--- src/rtl/key_edit_if.sv ---
// Key/edit bundle between the push-button front-end and its neighbours.
//   Raw keys  : KeyModeRaw, KeySetRaw, KeyPlusRaw, KeyMinusRaw (active-low, asynchronous)
//   Edit state: EditMode, EditPos[2:0], screen[1:0]
//   Strobes   : KeyPlus, KeyMinus (active-low one-cycle pulses), Blink
// master drives the raw keys and consumes the edit outputs; slave is the controller.
interface key_edit_if;
    logic       KeyModeRaw;
    logic       KeySetRaw;
    logic       KeyPlusRaw;
    logic       KeyMinusRaw;
    logic       EditMode;
    logic [2:0] EditPos;
    logic [1:0] screen;
    logic       KeyPlus;
    logic       KeyMinus;
    logic       Blink;

    modport master (
        output KeyModeRaw, KeySetRaw, KeyPlusRaw, KeyMinusRaw,
        input  EditMode, EditPos, screen, KeyPlus, KeyMinus, Blink
    );

    modport slave (
        input  KeyModeRaw, KeySetRaw, KeyPlusRaw, KeyMinusRaw,
        output EditMode, EditPos, screen, KeyPlus, KeyMinus, Blink
    );
endinterface

--- src/rtl/key_edit_controller.sv ---
// Push-button front-end for the clock: synchronises and debounces four raw active-low keys
// and runs the IDLE/EDIT state machine that steers the time counters.
//   clk   : system clock
//   reset : synchronous, active-high
//   keys  : key_edit_if.slave -- raw keys in; EditMode, EditPos, screen, KeyPlus, KeyMinus and
//           Blink out. Every output comes straight from a flop.
module key_edit_controller #(
    parameter int unsigned DEBOUNCE_CYCLES = 1_000_000,
    parameter int unsigned REPEAT_DELAY    = 25_000_000,
    parameter int unsigned REPEAT_PERIOD   = 10_000_000,
    parameter int unsigned BLINK_CYCLES    = 12_500_000
) (
    input logic       clk,
    input logic       reset,
    key_edit_if.slave keys
);

    localparam int unsigned RepMax = (REPEAT_DELAY > REPEAT_PERIOD) ? REPEAT_DELAY : REPEAT_PERIOD;
    localparam int unsigned TimMax = (RepMax > BLINK_CYCLES) ? RepMax : BLINK_CYCLES;
    localparam int unsigned CntW   = $clog2(TimMax + 1);
    localparam int unsigned DbW    = $clog2(DEBOUNCE_CYCLES + 1);

    localparam logic [DbW-1:0]  DbMax       = DbW'(DEBOUNCE_CYCLES);
    localparam logic [CntW-1:0] RepDelayM1  = CntW'(REPEAT_DELAY - 1);
    localparam logic [CntW-1:0] RepPeriodM1 = CntW'(REPEAT_PERIOD - 1);
    localparam logic [CntW-1:0] BlinkM1     = CntW'(BLINK_CYCLES - 1);

    localparam int unsigned KMode  = 0;
    localparam int unsigned KSet   = 1;
    localparam int unsigned KPlus  = 2;
    localparam int unsigned KMinus = 3;

    typedef enum logic {
        StIdle,
        StEdit
    } state_e;

    // ------------------------------------------------------------------
    // Synchroniser and debouncer, one lane per key
    // ------------------------------------------------------------------
    logic [3:0]     raw;
    logic [3:0]     sync1_q, sync2_q;
    logic [3:0]     deb_q, deb_d, deb_prev_q;
    logic [DbW-1:0] db_cnt_q [4];
    logic [DbW-1:0] db_cnt_d [4];
    logic [3:0]     fall;

    assign raw = {keys.KeyMinusRaw, keys.KeyPlusRaw, keys.KeySetRaw, keys.KeyModeRaw};

    // The counter runs only while the synchronised level disagrees with the debounced one;
    // after DEBOUNCE_CYCLES disagreeing cycles the next disagreeing cycle commits the new level.
    always_comb begin
        for (int i = 0; i < 4; i++) begin
            deb_d[i]    = deb_q[i];
            db_cnt_d[i] = '0;
            if (sync2_q[i] != deb_q[i]) begin
                if (db_cnt_q[i] == DbMax) begin
                    deb_d[i] = sync2_q[i];
                end else begin
                    db_cnt_d[i] = db_cnt_q[i] + DbW'(1);
                end
            end
        end
    end

    assign fall = deb_prev_q & ~deb_q;

    // ------------------------------------------------------------------
    // Edit FSM, auto-repeat and blink
    // ------------------------------------------------------------------
    state_e          state_q, state_d;
    logic [2:0]      pos_q, pos_d;
    logic [1:0]      screen_q, screen_d;
    logic            plus_q, plus_d;
    logic            minus_q, minus_d;
    logic            blink_q, blink_d;
    logic [CntW-1:0] blink_cnt_q, blink_cnt_d;

    // One repeat channel: it belongs to whichever of Plus/Minus last produced a press pulse.
    logic            rep_active_q, rep_active_d;
    logic            rep_minus_q, rep_minus_d;
    logic            rep_first_q, rep_first_d;
    logic [CntW-1:0] rep_cnt_q, rep_cnt_d;

    logic rep_held, rep_match, rep_due;
    logic ev_set, ev_mode, ev_plus, ev_minus;
    logic arm_plus, arm_minus;

    always_comb begin
        rep_held  = rep_minus_q ? ~deb_q[KMinus] : ~deb_q[KPlus];
        rep_match = (rep_cnt_q == (rep_first_q ? RepDelayM1 : RepPeriodM1));
        rep_due   = (state_q == StEdit) && rep_active_q && rep_held && rep_match;

        // Repeat pulses compete at the priority of their own key.
        ev_set   = fall[KSet];
        ev_mode  = fall[KMode];
        ev_plus  = fall[KPlus]  | (rep_due & ~rep_minus_q);
        ev_minus = fall[KMinus] | (rep_due &  rep_minus_q);

        state_d     = state_q;
        pos_d       = pos_q;
        screen_d    = screen_q;
        plus_d      = 1'b1;
        minus_d     = 1'b1;
        blink_d     = blink_q;
        blink_cnt_d = blink_cnt_q;
        arm_plus    = 1'b0;
        arm_minus   = 1'b0;

        case (state_q)
            StIdle: begin
                blink_d     = 1'b0;
                blink_cnt_d = '0;
                if (ev_set) begin
                    state_d = StEdit;
                    pos_d   = 3'd5;
                    blink_d = 1'b1;
                end else if (ev_mode) begin
                    screen_d = (screen_q == 2'd2) ? 2'd0 : screen_q + 2'd1;
                end
            end
            StEdit: begin
                if (blink_cnt_q == BlinkM1) begin
                    blink_d     = ~blink_q;
                    blink_cnt_d = '0;
                end else begin
                    blink_cnt_d = blink_cnt_q + CntW'(1);
                end

                if (ev_set) begin
                    blink_cnt_d = '0;
                    if (pos_q == 3'd0) begin
                        state_d = StIdle;
                        pos_d   = 3'd5;
                        blink_d = 1'b0;
                    end else begin
                        pos_d   = pos_q - 3'd1;
                        blink_d = 1'b1;
                    end
                end else if (ev_mode) begin
                    state_d     = StIdle;
                    pos_d       = 3'd5;
                    blink_d     = 1'b0;
                    blink_cnt_d = '0;
                end else if (ev_plus) begin
                    plus_d      = 1'b0;
                    blink_d     = 1'b1;
                    blink_cnt_d = '0;
                    arm_plus    = fall[KPlus];
                end else if (ev_minus) begin
                    minus_d     = 1'b0;
                    blink_d     = 1'b1;
                    blink_cnt_d = '0;
                    arm_minus   = fall[KMinus];
                end
            end
            default: begin
                state_d = StIdle;
            end
        endcase

        rep_active_d = rep_active_q;
        rep_minus_d  = rep_minus_q;
        rep_first_d  = rep_first_q;
        rep_cnt_d    = rep_cnt_q;
        if (arm_plus || arm_minus) begin
            rep_active_d = 1'b1;
            rep_minus_d  = arm_minus;
            rep_first_d  = 1'b1;
            rep_cnt_d    = '0;
        end else if (state_q != StEdit || state_d != StEdit || !rep_held) begin
            rep_active_d = 1'b0;
            rep_first_d  = 1'b0;
            rep_cnt_d    = '0;
        end else if (rep_active_q) begin
            // The schedule advances even if a higher-priority event swallowed this pulse.
            if (rep_match) begin
                rep_first_d = 1'b0;
                rep_cnt_d   = '0;
            end else begin
                rep_cnt_d = rep_cnt_q + CntW'(1);
            end
        end
    end

    always_ff @(posedge clk) begin
        if (reset) begin
            sync1_q      <= '1;
            sync2_q      <= '1;
            deb_q        <= '1;
            deb_prev_q   <= '1;
            for (int i = 0; i < 4; i++) begin
                db_cnt_q[i] <= '0;
            end
            state_q      <= StIdle;
            pos_q        <= 3'd5;
            screen_q     <= 2'd0;
            plus_q       <= 1'b1;
            minus_q      <= 1'b1;
            blink_q      <= 1'b0;
            blink_cnt_q  <= '0;
            rep_active_q <= 1'b0;
            rep_minus_q  <= 1'b0;
            rep_first_q  <= 1'b0;
            rep_cnt_q    <= '0;
        end else begin
            sync1_q      <= raw;
            sync2_q      <= sync1_q;
            deb_q        <= deb_d;
            deb_prev_q   <= deb_q;
            for (int i = 0; i < 4; i++) begin
                db_cnt_q[i] <= db_cnt_d[i];
            end
            state_q      <= state_d;
            pos_q        <= pos_d;
            screen_q     <= screen_d;
            plus_q       <= plus_d;
            minus_q      <= minus_d;
            blink_q      <= blink_d;
            blink_cnt_q  <= blink_cnt_d;
            rep_active_q <= rep_active_d;
            rep_minus_q  <= rep_minus_d;
            rep_first_q  <= rep_first_d;
            rep_cnt_q    <= rep_cnt_d;
        end
    end

    assign keys.EditMode = (state_q == StEdit);
    assign keys.EditPos  = pos_q;
    assign keys.screen   = screen_q;
    assign keys.KeyPlus  = plus_q;
    assign keys.KeyMinus = minus_q;
    assign keys.Blink    = blink_q;

endmodule

--- src/flat_wrapper.sv ---
// flat-port wrapper written by rule: the top's interface ports become plain ports
module key_edit_controller_flat 
#(
    parameter int unsigned DEBOUNCE_CYCLES = 1_000_000,
    parameter int unsigned REPEAT_DELAY    = 25_000_000,
    parameter int unsigned REPEAT_PERIOD   = 10_000_000,
    parameter int unsigned BLINK_CYCLES    = 12_500_000
)
  (clk, reset, keys_KeyModeRaw, keys_KeySetRaw, keys_KeyPlusRaw, keys_KeyMinusRaw, keys_EditMode, keys_EditPos, keys_screen, keys_KeyPlus, keys_KeyMinus, keys_Blink);
  key_edit_if keys_i ();
  input logic clk;
  input logic reset;
  input wire logic [$bits(keys_i.KeyModeRaw)-1:0] keys_KeyModeRaw;
  input wire logic [$bits(keys_i.KeySetRaw)-1:0] keys_KeySetRaw;
  input wire logic [$bits(keys_i.KeyPlusRaw)-1:0] keys_KeyPlusRaw;
  input wire logic [$bits(keys_i.KeyMinusRaw)-1:0] keys_KeyMinusRaw;
  output wire logic [$bits(keys_i.EditMode)-1:0] keys_EditMode;
  output wire logic [$bits(keys_i.EditPos)-1:0] keys_EditPos;
  output wire logic [$bits(keys_i.screen)-1:0] keys_screen;
  output wire logic [$bits(keys_i.KeyPlus)-1:0] keys_KeyPlus;
  output wire logic [$bits(keys_i.KeyMinus)-1:0] keys_KeyMinus;
  output wire logic [$bits(keys_i.Blink)-1:0] keys_Blink;
  assign keys_i.KeyModeRaw = keys_KeyModeRaw;
  assign keys_i.KeySetRaw = keys_KeySetRaw;
  assign keys_i.KeyPlusRaw = keys_KeyPlusRaw;
  assign keys_i.KeyMinusRaw = keys_KeyMinusRaw;
  assign keys_EditMode = keys_i.EditMode;
  assign keys_EditPos = keys_i.EditPos;
  assign keys_screen = keys_i.screen;
  assign keys_KeyPlus = keys_i.KeyPlus;
  assign keys_KeyMinus = keys_i.KeyMinus;
  assign keys_Blink = keys_i.Blink;
  key_edit_controller #(.DEBOUNCE_CYCLES(DEBOUNCE_CYCLES), .REPEAT_DELAY(REPEAT_DELAY), .REPEAT_PERIOD(REPEAT_PERIOD), .BLINK_CYCLES(BLINK_CYCLES)) u_core (.clk(clk), .reset(reset), .keys(keys_i));
endmodule
--- config.mk ---
export PLATFORM = sky130hd
export DESIGN_NAME = key_edit_controller_flat
export DESIGN_NICKNAME = d
export VERILOG_FILES = /design/src/rtl/key_edit_if.sv /design/src/rtl/key_edit_controller.sv /design/src/flat_wrapper.sv
export SDC_FILE = /design/constraint.sdc
export NUM_CORES = 1
export LEC_CHECK = 0
export ABC_AREA = 1
export ABC_CLOCK_PERIOD_IN_PS = 1900
export BUFFER_PORTS_ARGS = -buffer_cell sky130_fd_sc_hd__clkbuf_2
export CAP_MARGIN = 30
export CORE_MARGIN = 5
export CORE_UTILIZATION = 30
export CTS_BUF_LIST = sky130_fd_sc_hd__clkbuf_16
export DETAILED_ROUTE_END_ITERATION = 10
export PLACE_DENSITY = 0.54
export SLEW_MARGIN = 20
export SYNTH_ARGS = -nofsm -noshare
export SYNTH_HDL_FRONTEND = slang
export SYNTH_SLANG_ARGS = --single-unit
--- constraint.sdc ---
create_clock -name clk -period 1.9 [get_ports clk]
set_clock_uncertainty 0.15 [all_clocks]
set_input_delay 0.19 -clock clk [delete_from_list [all_inputs] [get_ports clk]]
set_output_delay 0.19 -clock clk [all_outputs]
set_load 0.01 [all_outputs]
==> results.yml <==
route:
  route.vias.total: 6496
  dr.pass1.iters: 5
  drt_iter0_markers: 258
  avgRoutedWirePerCell_um: 10.9
  drc: 0
  drt-total-wl_um: 16100
  ant_nets: 0
  via_per_inst: 4.38
layout:
  drive_above_1_share: 0.222
  layoutNonFillerInstCount: 1482
  fin_util: 0.380
  area_growth_pct: 24.8
  design_area_mm2: 0.00958
  nFillCells: 2647
  nNetsFinal: 1156
  antenna_cells: 0
die:
  rows: 58
  start_util: 0.305
  core_mm2: 0.0252
  die_area_mm2: 0.0289
  die_w_um: 170
  io_pins: 15
  dieHeight_um: 170
worst_hold_path:
  hold_class: "flop to flop"
synth:
  syn_nets: 1052
  syn_area_mm2: 0.00767
  synth_edf_count: 0
  synth-main-ff-cell: "dfxtp_1"
  synth-async-reset-ratio: 0
  yosysSeqAreaShare: 0.412
  synth_warnings: 0
  avgSynthCellArea_um2: 7.41
  syn-instance-count: 1035
  ys_types: 45
  synth_seq_cells: 158
global_route:
  grt_overflow: 0
  grt_pass1_vias: 6309
  grt_pass1_wl_um: 27900
  antenna_found_initial: 0
  grt_use_total: 0.114
  grt_max_degree: 26
setup_path:
  arrival_ns: 2.05
  required_ns: 2.11
  cp-start-kind: "flop"
  crit_fanout: 3
  end_kind: "flop"
  crit_type: "flop to flop"
clock_tree:
  cts_buffer_depth: 2
  cts_tree: "built"
  clock_sinks: 158
  cts_buffers: 17
  clock-root-buffer: "clkbuf_16"
  clk_pin_slew_ns: 0.06
  clk_latency_ns: 0.42
  cts_max_level: 4
pwr:
  p_per_area_mw_per_mm2: 701
  peakVddDrop_v: 0.000433
  power.total_mw: 6.71
  leakagePower_nw: 3.59
sta:
  hold_slack_ns: 0.258
  worst_slack_ns: 0.0674
  worstMarginPinSlew_ns: 0.448
  finalSetupViolCount: 0
  rsz0062_at_grt: "true"
  hold_viol: 0
  relSlewSlack: 0.699
  fmax_mhz: 546
  period_minus_slack_ns: 1.83
  slew_viol_final: 0
  finalSetupTns_ns: 0
  post-route-period-util: 0.965
place:
  dp_hpwl_um: 11900
  placed_cell_area_mm2: 0.00868
  dp_slack_ns: -0.0149
  gp_congestion: 0.819
  port_buffers: 14
  dp_cells: 1440
run:
  max-cap-violations: 0
outcome:
  status: "completed"
[cell type report]
| cell class | count | area, um2 | area share |
|---|---|---|---|
| inverters | 146 | 548 | 0.0572 |
| well taps | 330 | 413 | 0.0431 |
| clock inverters | 15 | 144 | 0.0150 |
| multi-input cells | 715 | 4080 | 0.426 |
| repair buffers | 101 | 786 | 0.0821 |
| flip-flops and latches | 158 | 3180 | 0.332 |
| clock buffers | 17 | 425 | 0.0444 |
[flip-flops by register name (all words and copies together) (netlist names)]
register and cells:
u_core.deb_q 4, u_core.keys.KeyMinus 1, u_core.sync2_q 4, u_core.rep_first_q 1
u_core.sync1_q 4, u_core.deb_prev_q 4, u_core.db_cnt_q 80, u_core.rep_minus_q 1
u_core.rep_active_q 1, u_core.keys.EditPos 3, u_core.keys.KeyPlus 1, u_core.keys.screen 2
u_core.rep_cnt_q 25, u_core.keys.EditMode 1, u_core.keys.Blink 1, u_core.blink_cnt_q 25
[cells by family after synthesis]
family,Yosys count,synth area share
adder cells (fa/ha/maj),11,0.0179
AND/OR/NAND/NOR,559,0.352
buffers and inverters,162,0.0852
multiplexers,1,0.00131
XOR/XNOR,63,0.0719
AO/OA/AOI/OAI,81,0.0592
flip-flops,158,0.412
[report_power, final]
part,internal [mW],leakage [nW],switching (mW),total (mW)
Combinational,0.0314,2.03,0.0389,0.0703
Sequential,3.32,1.28,0.00499,3.33
Clock,1.92,0.271,1.39,3.31
[placed cells by master, fill, tap and decap left out, types with 4 or more instances in the layout]
cell type      synthesis  layout
a211oi_1               6       6
a21oi_1               45      45
buf_12                 0       4
buf_4                  1      78
clkbuf_16              0      17
clkbuf_2               0      14
clkinv_2               0       4
clkinvlp_4             0       4
dfxtp_1              158     146
dfxtp_2                0      11
dlygate4sd3_1          0       5
ha_1                  11       8
inv_1                135     134
inv_2                 10      11
nand2_1              185     181
nand2_2                7      11
nand3_1               50      44
nand3_2                3       9
nand4_1               29      29
nor2_1               146     133
nor2_2                19      30
nor2_4                 6       8
nor3_1                45      40
nor3_2                 2       5
nor3_4                 2       4
nor3b_1               15      12
nor3b_2                1       4
nor4_1                17      13
o211ai_1               4       4
o21a_1                 4       4
o21ai_0               14      11
o21ai_1                3       6
or2_2                 19      19
xnor2_1               16      16
xor2_1                47      47
[what timing repair did]
action,CTS,global route
hold buffers,5,0
setup buffers,0,5
pin swaps,0,8
resized for setup,5,61
endpoints found under the setup margin,47,90
hold endpoints to repair,5,0
[layer usage]
layer | up-vias | part of all wire | track usage
met5 | - | 0 | 0
met4 | 0 | 0.014 | 0.0354
met3 | 13 | 0.027 | 0.0281
met2 | 53 | 0.45 | 0.186
met1 | 2912 | 0.51 | 0.150
li1 | 3518 | - | -
[final timing paths]
| kind | slack, ns | depth (start not counted) | from | endpoint |
|---|---|---|---|---|
| max reg2reg | 0.07 | 12 | u_core.blink_cnt_q[0] | u_core.blink_cnt_q[22] |
| min | 0.26 | 1 | u_core.sync1_q[1] | u_core.sync2_q[1] |
| min reg2reg | 0.26 | 1 | u_core.sync1_q[1] | u_core.sync2_q[1] |
| max | 0.07 | 12 | u_core.blink_cnt_q[0] | u_core.blink_cnt_q[22] |
[Yosys cell counts (all sizes together), types with 17 or more instances]
cell type | count | area (um2)
nor2 | 171 | 734
dfxtp | 158 | 3160
or2 | 22 | 140
inv | 145 | 544
nor3 | 49 | 278
nor3b | 17 | 144
o21ai | 17 | 85.1
a21oi | 45 | 225
xor2 | 47 | 412
nand3 | 53 | 280
nand2 | 193 | 749
nor4 | 18 | 119
nand4 | 33 | 231
[worst max-delay path: stages (launching register included)]
cell	delay (ns)
dfxtp_2	0.34
ha_2	0.18
nand2_1	0.08
nor2_2	0.10
nand2_2	0.08
nor2_4	0.10
nand2_2	0.08
nor2_4	0.13
nand3b_2	0.12
nor2_2	0.12
xor2_1	0.15
inv_1	0.05
nor2_1	0.08
Power figures use the tool's default switching activity.
